## config.mk

```make
export PLATFORM = sky130hd
export DESIGN_NAME = cpu_run_ctrl_flat
export DESIGN_NICKNAME = d
export VERILOG_FILES = /design/src/rtl/cpu_run_ctrl_pkg.sv /design/src/rtl/cpu_run_ctrl_if.sv /design/src/rtl/cpu_run_ctrl_sat_counter.sv /design/src/rtl/cpu_run_ctrl.sv /design/src/flat_wrapper.sv
export SDC_FILE = /design/constraint.sdc
export NUM_CORES = 1
export LEC_CHECK = 0
export ABC_AREA = 1
export BUFFER_PORTS_ARGS = -buffer_cell sky130_fd_sc_hd__buf_2
export CORE_MARGIN = 3
export CORE_UTILIZATION = 30
export CTS_CLUSTER_SIZE = 40
export DETAILED_ROUTE_END_ITERATION = 12
export SLEW_MARGIN = 15
export SYNTH_ARGS = -nofsm -noshare
export SYNTH_HDL_FRONTEND = slang
export SYNTH_SLANG_ARGS = --single-unit
```

## constraint.sdc

```tcl
create_clock -name clk -period 3.8 [get_ports clk]
set_clock_uncertainty 0.05 [all_clocks]
set_input_delay 0.19 -clock clk [delete_from_list [all_inputs] [get_ports clk]]
set_output_delay 0.19 -clock clk [all_outputs]
set_load 0.05 [all_outputs]
```

## src/rtl/cpu_run_ctrl_pkg.sv

```systemverilog
// Shared types for the host-side CPU run controller.
// Run FSM states, completion codes and fixed widths.
package cpu_run_ctrl_pkg;

  typedef enum logic [1:0] {
    RC_IDLE,
    RC_START,
    RC_RUN,
    RC_REPORT
  } run_state;

  typedef enum logic [1:0] {
    RS_OK,
    RS_TIMEOUT,
    RS_ABORT
  } run_status;

  localparam int RUN_CNT_W = 8;

endpackage

```

## src/rtl/cpu_run_ctrl_if.sv

```systemverilog
// Host + CPU facing signal bundle of the run controller.
// master = host/CPU side, slave = controller side.
interface cpu_run_ctrl_if #(
  parameter int CNT_W = 16
);
  import cpu_run_ctrl_pkg::*;

  logic                 req;
  logic                 abort;
  logic                 ack;
  logic                 busy;
  logic                 cpu_start;
  logic                 cpu_done;
  logic [CNT_W-1:0]     cycles;
  run_status            status;
  logic [RUN_CNT_W-1:0] run_count;

  modport master (
    output req,
    output abort,
    output cpu_done,
    input  ack,
    input  busy,
    input  cpu_start,
    input  cycles,
    input  status,
    input  run_count
  );

  modport slave (
    input  req,
    input  abort,
    input  cpu_done,
    output ack,
    output busy,
    output cpu_start,
    output cycles,
    output status,
    output run_count
  );

endinterface

```

## src/rtl/cpu_run_ctrl_sat_counter.sv

```systemverilog
// Saturating up-counter with synchronous clear and enable.
// q_inc is the saturated increment, exposed for look-ahead compares.
module sat_counter #(
  parameter int W = 16
) (
  input  logic         clk,
  input  logic         reset,
  input  logic         clr,
  input  logic         en,
  output logic [W-1:0] q,
  output logic [W-1:0] q_inc
);

  logic [W-1:0] q_q;
  logic [W-1:0] q_d;

  always_comb begin
    q_inc = (&q_q) ? q_q : q_q + 1'b1;
    q_d   = q_q;
    if (clr) begin
      q_d = '0;
    end else if (en) begin
      q_d = q_inc;
    end
  end

  always_ff @(posedge clk or posedge reset) begin
    if (reset) begin
      q_q <= '0;
    end else begin
      q_q <= q_d;
    end
  end

  assign q = q_q;

endmodule

```

## src/rtl/cpu_run_ctrl.sv

```systemverilog
// Host-side run controller: start pulse, cycle count, watchdog.
// All outputs come straight from flops.
module cpu_run_ctrl
  import cpu_run_ctrl_pkg::*;
#(
  parameter int START_W = 2,
  parameter int TIMEOUT = 4096,
  parameter int CNT_W   = 16
) (
  input  logic         clk,
  input  logic         reset,
  cpu_run_ctrl_if.slave bus
);

  localparam int PW = (START_W > 1) ? $clog2(START_W) : 1;

  run_state             state_q, state_d;
  logic [PW-1:0]        pcnt_q, pcnt_d;
  logic                 abrt_q, abrt_d;
  logic                 ack_q, ack_d;
  logic                 busy_q, busy_d;
  logic                 start_q, start_d;
  logic [CNT_W-1:0]     cycles_q, cycles_d;
  run_status            status_q, status_d;
  logic [RUN_CNT_W-1:0] rc_q, rc_d;

  logic                 cnt_clr;
  logic                 cnt_en;
  logic [CNT_W-1:0]     cnt;
  logic [CNT_W-1:0]     cnt_inc;

  sat_counter #(
    .W (CNT_W)
  ) u_cnt (
    .clk   (clk),
    .reset (reset),
    .clr   (cnt_clr),
    .en    (cnt_en),
    .q     (cnt),
    .q_inc (cnt_inc)
  );

  always_comb begin
    state_d  = state_q;
    pcnt_d   = pcnt_q;
    abrt_d   = abrt_q;
    ack_d    = ack_q;
    busy_d   = busy_q;
    start_d  = start_q;
    cycles_d = cycles_q;
    status_d = status_q;
    rc_d     = rc_q;
    cnt_clr  = 1'b0;
    cnt_en   = 1'b0;
    unique case (state_q)
      RC_IDLE: begin
        ack_d  = 1'b0;
        busy_d = 1'b0;
        if (bus.req) begin
          state_d = RC_START;
          busy_d  = 1'b1;
          start_d = 1'b1;
          pcnt_d  = PW'(START_W - 1);
          abrt_d  = 1'b0;
          cnt_clr = 1'b1;
        end
      end
      RC_START: begin
        if (bus.abort) abrt_d = 1'b1;
        if (pcnt_q == '0) begin
          start_d = 1'b0;
          // a START-phase abort skips RUN once the pulse is complete
          if (abrt_q || bus.abort) begin
            state_d  = RC_REPORT;
            ack_d    = 1'b1;
            cycles_d = cnt;
            status_d = RS_ABORT;
            rc_d     = rc_q + 1'b1;
          end else begin
            state_d = RC_RUN;
          end
        end else begin
          pcnt_d = pcnt_q - 1'b1;
        end
      end
      RC_RUN: begin
        cnt_en = 1'b1;
        if (bus.cpu_done) begin
          state_d  = RC_REPORT;
          status_d = RS_OK;
        end else if (bus.abort) begin
          state_d  = RC_REPORT;
          status_d = RS_ABORT;
        end else if (cnt_inc >= CNT_W'(TIMEOUT)) begin
          state_d  = RC_REPORT;
          status_d = RS_TIMEOUT;
        end
        if (state_d == RC_REPORT) begin
          ack_d    = 1'b1;
          cycles_d = cnt_inc;
          rc_d     = rc_q + 1'b1;
        end
      end
      RC_REPORT: begin
        state_d = RC_IDLE;
        ack_d   = 1'b0;
        busy_d  = 1'b0;
      end
      default: state_d = RC_IDLE;
    endcase
  end

  always_ff @(posedge clk or posedge reset) begin
    if (reset) begin
      state_q  <= RC_IDLE;
      pcnt_q   <= '0;
      abrt_q   <= 1'b0;
      ack_q    <= 1'b0;
      busy_q   <= 1'b0;
      start_q  <= 1'b0;
      cycles_q <= '0;
      status_q <= RS_OK;
      rc_q     <= '0;
    end else begin
      state_q  <= state_d;
      pcnt_q   <= pcnt_d;
      abrt_q   <= abrt_d;
      ack_q    <= ack_d;
      busy_q   <= busy_d;
      start_q  <= start_d;
      cycles_q <= cycles_d;
      status_q <= status_d;
      rc_q     <= rc_d;
    end
  end

  assign bus.ack       = ack_q;
  assign bus.busy      = busy_q;
  assign bus.cpu_start = start_q;
  assign bus.cycles    = cycles_q;
  assign bus.status    = status_q;
  assign bus.run_count = rc_q;

endmodule

```

## src/flat_wrapper.sv

```systemverilog
// flat-port wrapper written by rule: the top's interface ports become plain ports
module cpu_run_ctrl_flat import cpu_run_ctrl_pkg::*;
#(
  parameter int START_W = 2,
  parameter int TIMEOUT = 4096,
  parameter int CNT_W   = 16
)
  (clk, reset, bus_req, bus_abort, bus_cpu_done, bus_ack, bus_busy, bus_cpu_start, bus_cycles, bus_status, bus_run_count);
  cpu_run_ctrl_if #(.CNT_W(CNT_W)) bus_i ();
  input  logic clk;
  input  logic reset;
  input wire logic [$bits(bus_i.req)-1:0] bus_req;
  input wire logic [$bits(bus_i.abort)-1:0] bus_abort;
  input wire logic [$bits(bus_i.cpu_done)-1:0] bus_cpu_done;
  output wire logic [$bits(bus_i.ack)-1:0] bus_ack;
  output wire logic [$bits(bus_i.busy)-1:0] bus_busy;
  output wire logic [$bits(bus_i.cpu_start)-1:0] bus_cpu_start;
  output wire logic [$bits(bus_i.cycles)-1:0] bus_cycles;
  output wire logic [$bits(bus_i.status)-1:0] bus_status;
  output wire logic [$bits(bus_i.run_count)-1:0] bus_run_count;
  assign bus_i.req = bus_req;
  assign bus_i.abort = bus_abort;
  assign bus_i.cpu_done = bus_cpu_done;
  assign bus_ack = bus_i.ack;
  assign bus_busy = bus_i.busy;
  assign bus_cpu_start = bus_i.cpu_start;
  assign bus_cycles = bus_i.cycles;
  assign bus_status = bus_i.status;
  assign bus_run_count = bus_i.run_count;
  cpu_run_ctrl #(.START_W(START_W), .TIMEOUT(TIMEOUT), .CNT_W(CNT_W)) u_core (.clk(clk), .reset(reset), .bus(bus_i));
endmodule
```

# Word level (Yosys, flattened, before mapping)
# Cells that the tools add are included.
# W data, S select, Z words.
# totals
regBits	49
input_bits	5
output_inout_bits	29
wordCells	80
# classes
add_sub_neg	3
order_cmp	1
eq_ne	10
n_mux	41
n_reduce_logical	15
# op_table
op	count
$mux W16	6
$pmux W16 S2	1
$mux W8	3
$mux W2	11
$add A16 B1 Y16 const B	1
$ge A16 B13 Y1 const B	1
$pmux W8 S2	1
$reduce_and A16 Y1	1
$mux W1	12
$reduce_and A3 Y1	3
$add A8 B1 Y8 const B	1
$pmux W1 S2	4
$pmux W2 S4	1
$reduce_and A4 Y1	2
$reduce_bool A2 Y1	4
$eq A2 B2 Y1 const B	3
$ne A2 B2 Y1 const B	3
$ne A2 B1 Y1 const B	2
$ne A4 B3 Y1 const B	1
$pmux W2 S2	1
$reduce_and A2 Y1	2
$pmux W1 S3	1
$eq A2 B1 Y1 const B	1
$logic_not A2 Y1	1
3 further kinds	3

# Longest topological paths before layout
# depth
depth_word	10
depth_mapped	14

# Modules after synthesis
# From an unflattened synthesis, not the netlist that was laid out.
# unflattened
hier_cells	445
hier_area_um2	3168.0
# by_module_without_submodules
mod	instances	cells_each	area_each_um2	seq_area_each_um2
cpu_run_ctrl	1	266	1938.1	825.8
sat_counter	1	179	1229.9	400.4

# Worst setup path after synthesis
# OpenSTA, ideal clock, no wires.
# synth_path
path_kind	reg-to-reg
startpoint	register u_core.u_cnt.q_q[0], in the netlist u_core.u_cnt.q[0]
endpoint	register u_core.rc_q[2], in the netlist u_core.bus.run_count[2]
t_arrival_ps	1743
slack_ps	1887
path_stages_with_launch	14
path_cell_list	dfrtp_1 > ha_1 > nand2_2 > nor2_4 > nand2_2 > clkinv_1 > nand3_1 > nand2_1 > inv_2 > nor2_4 > nand3_4 > buf_2 > nand3_1 > nand2_1
# synth_via
elab_chain_len	10
elab_cells_between_ends	11
cone_classes	1 x add/sub; 1 x order compare; 2 x eq/ne; 5 x mux; 2 x reduce/logical
# synth_lines
element	line_no	source
start, declared	cpu_run_ctrl_sat_counter.sv:14	logic [W-1:0] q_q;
start signal, assigned	cpu_run_ctrl_sat_counter.sv:31	q_q <= q_d;
$add A16 B1 Y16 / $reduce_and A16 Y1 (equally long branches)	cpu_run_ctrl_sat_counter.sv:18	q_inc = (&q_q) ? q_q : q_q + 1'b1;
$mux W16 *	cpu_run_ctrl_sat_counter.sv:18	
$ge A16 B13 Y1 *	cpu_run_ctrl.sv:94	end else if (cnt_inc >= CNT_W'(TIMEOUT)) begin
$mux W2 *	cpu_run_ctrl.sv:94	
$mux W2 *	cpu_run_ctrl.sv:91	end else if (bus.abort) begin
$mux W2 *	cpu_run_ctrl.sv:88	if (bus.cpu_done) begin
$mux W2 *	cpu_run_ctrl.sv:55	unique case (state_q)
$eq A2 B2 Y1 *	cpu_run_ctrl.sv:98	if (state_d == RC_REPORT) begin
$ne A2 B1 Y1 (no line) *	n/a	
$reduce_and A4 Y1 (no line) *	n/a	
end signal, assigned	cpu_run_ctrl.sv:133	rc_q <= rc_d;
end, declared	cpu_run_ctrl.sv:25	logic [RUN_CNT_W-1:0] rc_q, rc_d;
# Mark *: on every way between the ends. The rest lies on a longest branch, timed or not. The select of a mux whose other input is x is not followed.
# A chain may end at the register's enable or synchronous reset.

# Worst setup path in the final report
# layout_path
startpoint	register u_core.u_cnt.q_q[0], in the netlist u_core.u_cnt.q[0]
endpoint	register u_core.cycles_q[14], in the netlist u_core.bus.cycles[14]
# layout_via
elab_chain_len	10
elab_cells_between_ends	13
cone_classes	1 x add/sub; 1 x order compare; 2 x eq/ne; 7 x mux; 2 x reduce/logical
# layout_lines
element	line_no	source
$add A16 B1 Y16 / $reduce_and A16 Y1 (equally long branches)	cpu_run_ctrl_sat_counter.sv:18	
$mux W16 *	cpu_run_ctrl_sat_counter.sv:18	
$ge A16 B13 Y1	cpu_run_ctrl.sv:94	
$mux W2	cpu_run_ctrl.sv:94	
$mux W2	cpu_run_ctrl.sv:91	
$mux W2	cpu_run_ctrl.sv:88	
$mux W2	cpu_run_ctrl.sv:55	
$eq A2 B2 Y1	cpu_run_ctrl.sv:98	
$ne A2 B1 Y1 (no line)	n/a	
$reduce_and A4 Y1 (no line)	n/a	
end signal, assigned	cpu_run_ctrl.sv:131	cycles_q <= cycles_d;
end, declared	cpu_run_ctrl.sv:23	logic [CNT_W-1:0] cycles_q, cycles_d;
# Marks and branches as above.

==> results.tsv <==
metric	value	unit
Die ar.	10700	um^2
H-tree depth	2	
Setup Fix Bufs, Post-CTS	0	
Synth area leaders	dfrtp_1, nand2_1, nand3_1, inv_1, nor2_1	
Reg2Reg Depth	13	
Setup crit end	u_core.bus.cycles[14]	
clk_lat worst skew	310	ps
vias	2428	
final RePlAce weighted congestion	0.892	
vias per cell	4.62	
Max clock buf depth	2	
number of distinct library cells after synthesis	36	
crit path from	u_core.u_cnt.q[0]	
Area Growth Syn to Fin	13.6	%
synthesized netlist cell count	367	
Critical Path End Type	flip-flop	
Final Critical Period	2450	ps
cell area power density	779	nW/um^2
worst min path class	in2async	
commonest cells after routing, fill and taps aside	nand2_1, dfrtp_1, nand3_1, inv_1, buf_2	
Peak Freq	408	MHz
static power due to leakage	1.69	nW
Post-synth ARST share	1.00	
worst hold margin	-37.6	ps
Ys Warns	0	
DRT Pass-1 Iters	4	
reg2reg setup slack	1350	ps
clk root buf	clkbuf_8	
hpwl dp	4790	um
vias in the first global route	2316	
Final Hold Vio Count	49	
Total Power	2.52	mW
Post-Syn Nets	378	
Multi-input gate area	1400	um^2
mapped cell area	2850	um^2
Residual DRC	0	
Detailed Route WL	6580	um
Required @ worst endpoint	4000	ps
CTS tree	built	
register area	1230	um^2
Antenna Nets Post-Route	0	
worst setup path class	reg2reg	
Startpoint Class	flip-flop	
wire per inst	12.5	um
Final Max Tran Viols	0	
flops & latches, synth	49	
RSZ-0062 raised after global routing	no	
violated checks	hold timing	
Worst slew margin	0.435	
# IOs	34	
die span in x	103	um
worst r2r src	u_core.u_cnt.q[0]	
Final Non-Filler Cells	525	
CTS Hold Buffers Added	0	
first-pass GRT wire length	11000	um
status	finished with violations	
WP data arrival	2650	ps
Reg clk slew, reported paths	90	ps
total CTS buffers	5	
port bufs	33	
DP Cell Count	517	
Die Ht	103	um
largest net degree at the start of global routing	50	
initial antenna violation count	0	
Nets	409	
Initial Utilization	0.317	
Fill cells	917	
final setup fails	0	
Synth top area share	0.431	
Post-synth EDFFs	0	
Detailed Route Iter0 Violations	147	
Core Box Area	8980	um^2
layout cell share with drive strength beyond 1	0.180	
post-CTS sizing	0	
Period Utilization, post-route	0.645	
Post-Syn Area per Cell	7.75	um^2
Tightest Pin Transition	846	ps
Tot GR Track Use	0.130	
most common cell after layout, fill and taps aside	nand2_1	
Crit Path Max Fanout	27	
maxcap violations	0	
Peak VDD IR	365	uV
RR Endpoint	u_core.bus.cycles[14]	
sequential share of the synthesized area	0.431	
setup TNS	0	ps
antenna cells	0	
CTS sink cnt	49	
Row Count	34	
top_reg_cell synth	dfrtp_1	
cell taking the most area after synthesis	dfrtp_1	
total congestion overflow	0	
metrics by stage:
step	hold slack (ps)	util	instance area [um^2]	setup WS, ps
3_3_place_gp	407	0.347	3110	1440
4_1_cts	94.3	0.360	3230	1350
5_1_grt	34.1	0.360	3230	1090
3_5_place_dp	405	0.347	3110	1370
2_1_floorplan	267	-	2850	1890
6_report	-37.6	0.360	3230	1350
sequential cells by signal, summed over array words and instances, names as in the netlist:
register,count
u_core.abrt_q,1
u_core.bus.ack,1
u_core.bus.busy,1
u_core.state_q,2
u_core.pcnt_q,1
u_core.bus.run_count,8
u_core.bus.cycles,16
u_core.bus.status,2
u_core.bus.cpu_start,1
u_core.u_cnt.q,16
layer usage:
layer	routed length (um)	GRT usage
met1	3150	0.173
met2	3100	0.212
met3	259	0.0268
met4	75	0.0369
met5	0	0
how the worst min path moves through the flow:
| stage | startpoint | to | slack (ps) | depth (start not counted) |
|---|---|---|---|---|
| after floorplan | bus_req | u_core.bus.busy | 270 | 2 |
| after global placement | u_core.bus.cycles[0] | u_core.bus.cycles[0] | 410 | 2 |
| after detailed placement | u_core.bus.cycles[13] | u_core.bus.cycles[13] | 400 | 2 |
| after CTS | bus_req | u_core.bus.busy | 90 | 3 |
| after global routing | reset | u_core.bus.cycles[15] | 30 | 2 |
| final | reset | u_core.bus.cycles[15] | -40 | 2 |
critical path, cell delays in order, from the launching register on:
cell and delay, ps:
dfrtp_1 450, ha_1 300, nand2_2 90, nor2_4 160
nand2_2 90, clkinv_1 50, nand3_1 50, nand2_1 110
inv_2 50, nor2_4 140, nand3_4 280, nand2_4 370
nand2_1 90, nand2_1 80
kinds of logic (layout without fill, tap and decap cells):
logic type                 Yosys count  in the layout  share of synthesized area
xor gates and xnor gates            13             13                     0.0400
AOI/OAI and AO/OA                   36             36                     0.0717
DFF                                 49             49                      0.431
and+or+nand+nor                    212            212                      0.354
adders and majority gates            6              6                     0.0264
buffers and inverters               51             83                     0.0765
report_power, final:
part           total [mW]  leakage, nW  internal, mW  switching [mW]
registers           0.828        0.641         0.675           0.152
clock network       0.403       0.0574         0.214           0.189
logic                1.29        0.988         0.352           0.937
synthesized netlist by cell type (6+ instances only):
library cell,n
a21oi_1,7
dfrtp_1,49
ha_1,6
inv_1,37
nand2_1,103
nand2_2,13
nand3_1,45
nand4_1,6
nor2_1,25
o21ai_0,18
xor2_1,9
layout make-up:
type / instances / area share
inverters: 41 / 0.0480
clock buffers: 6 / 0.0255
multi-input cells: 267 / 0.433
clock inverters: 2 / 0.0116
flip-flops and latches: 49 / 0.379
repair buffers: 34 / 0.0534
well taps: 126 / 0.0488
Note: power is estimated with default switching activity, not from simulation.
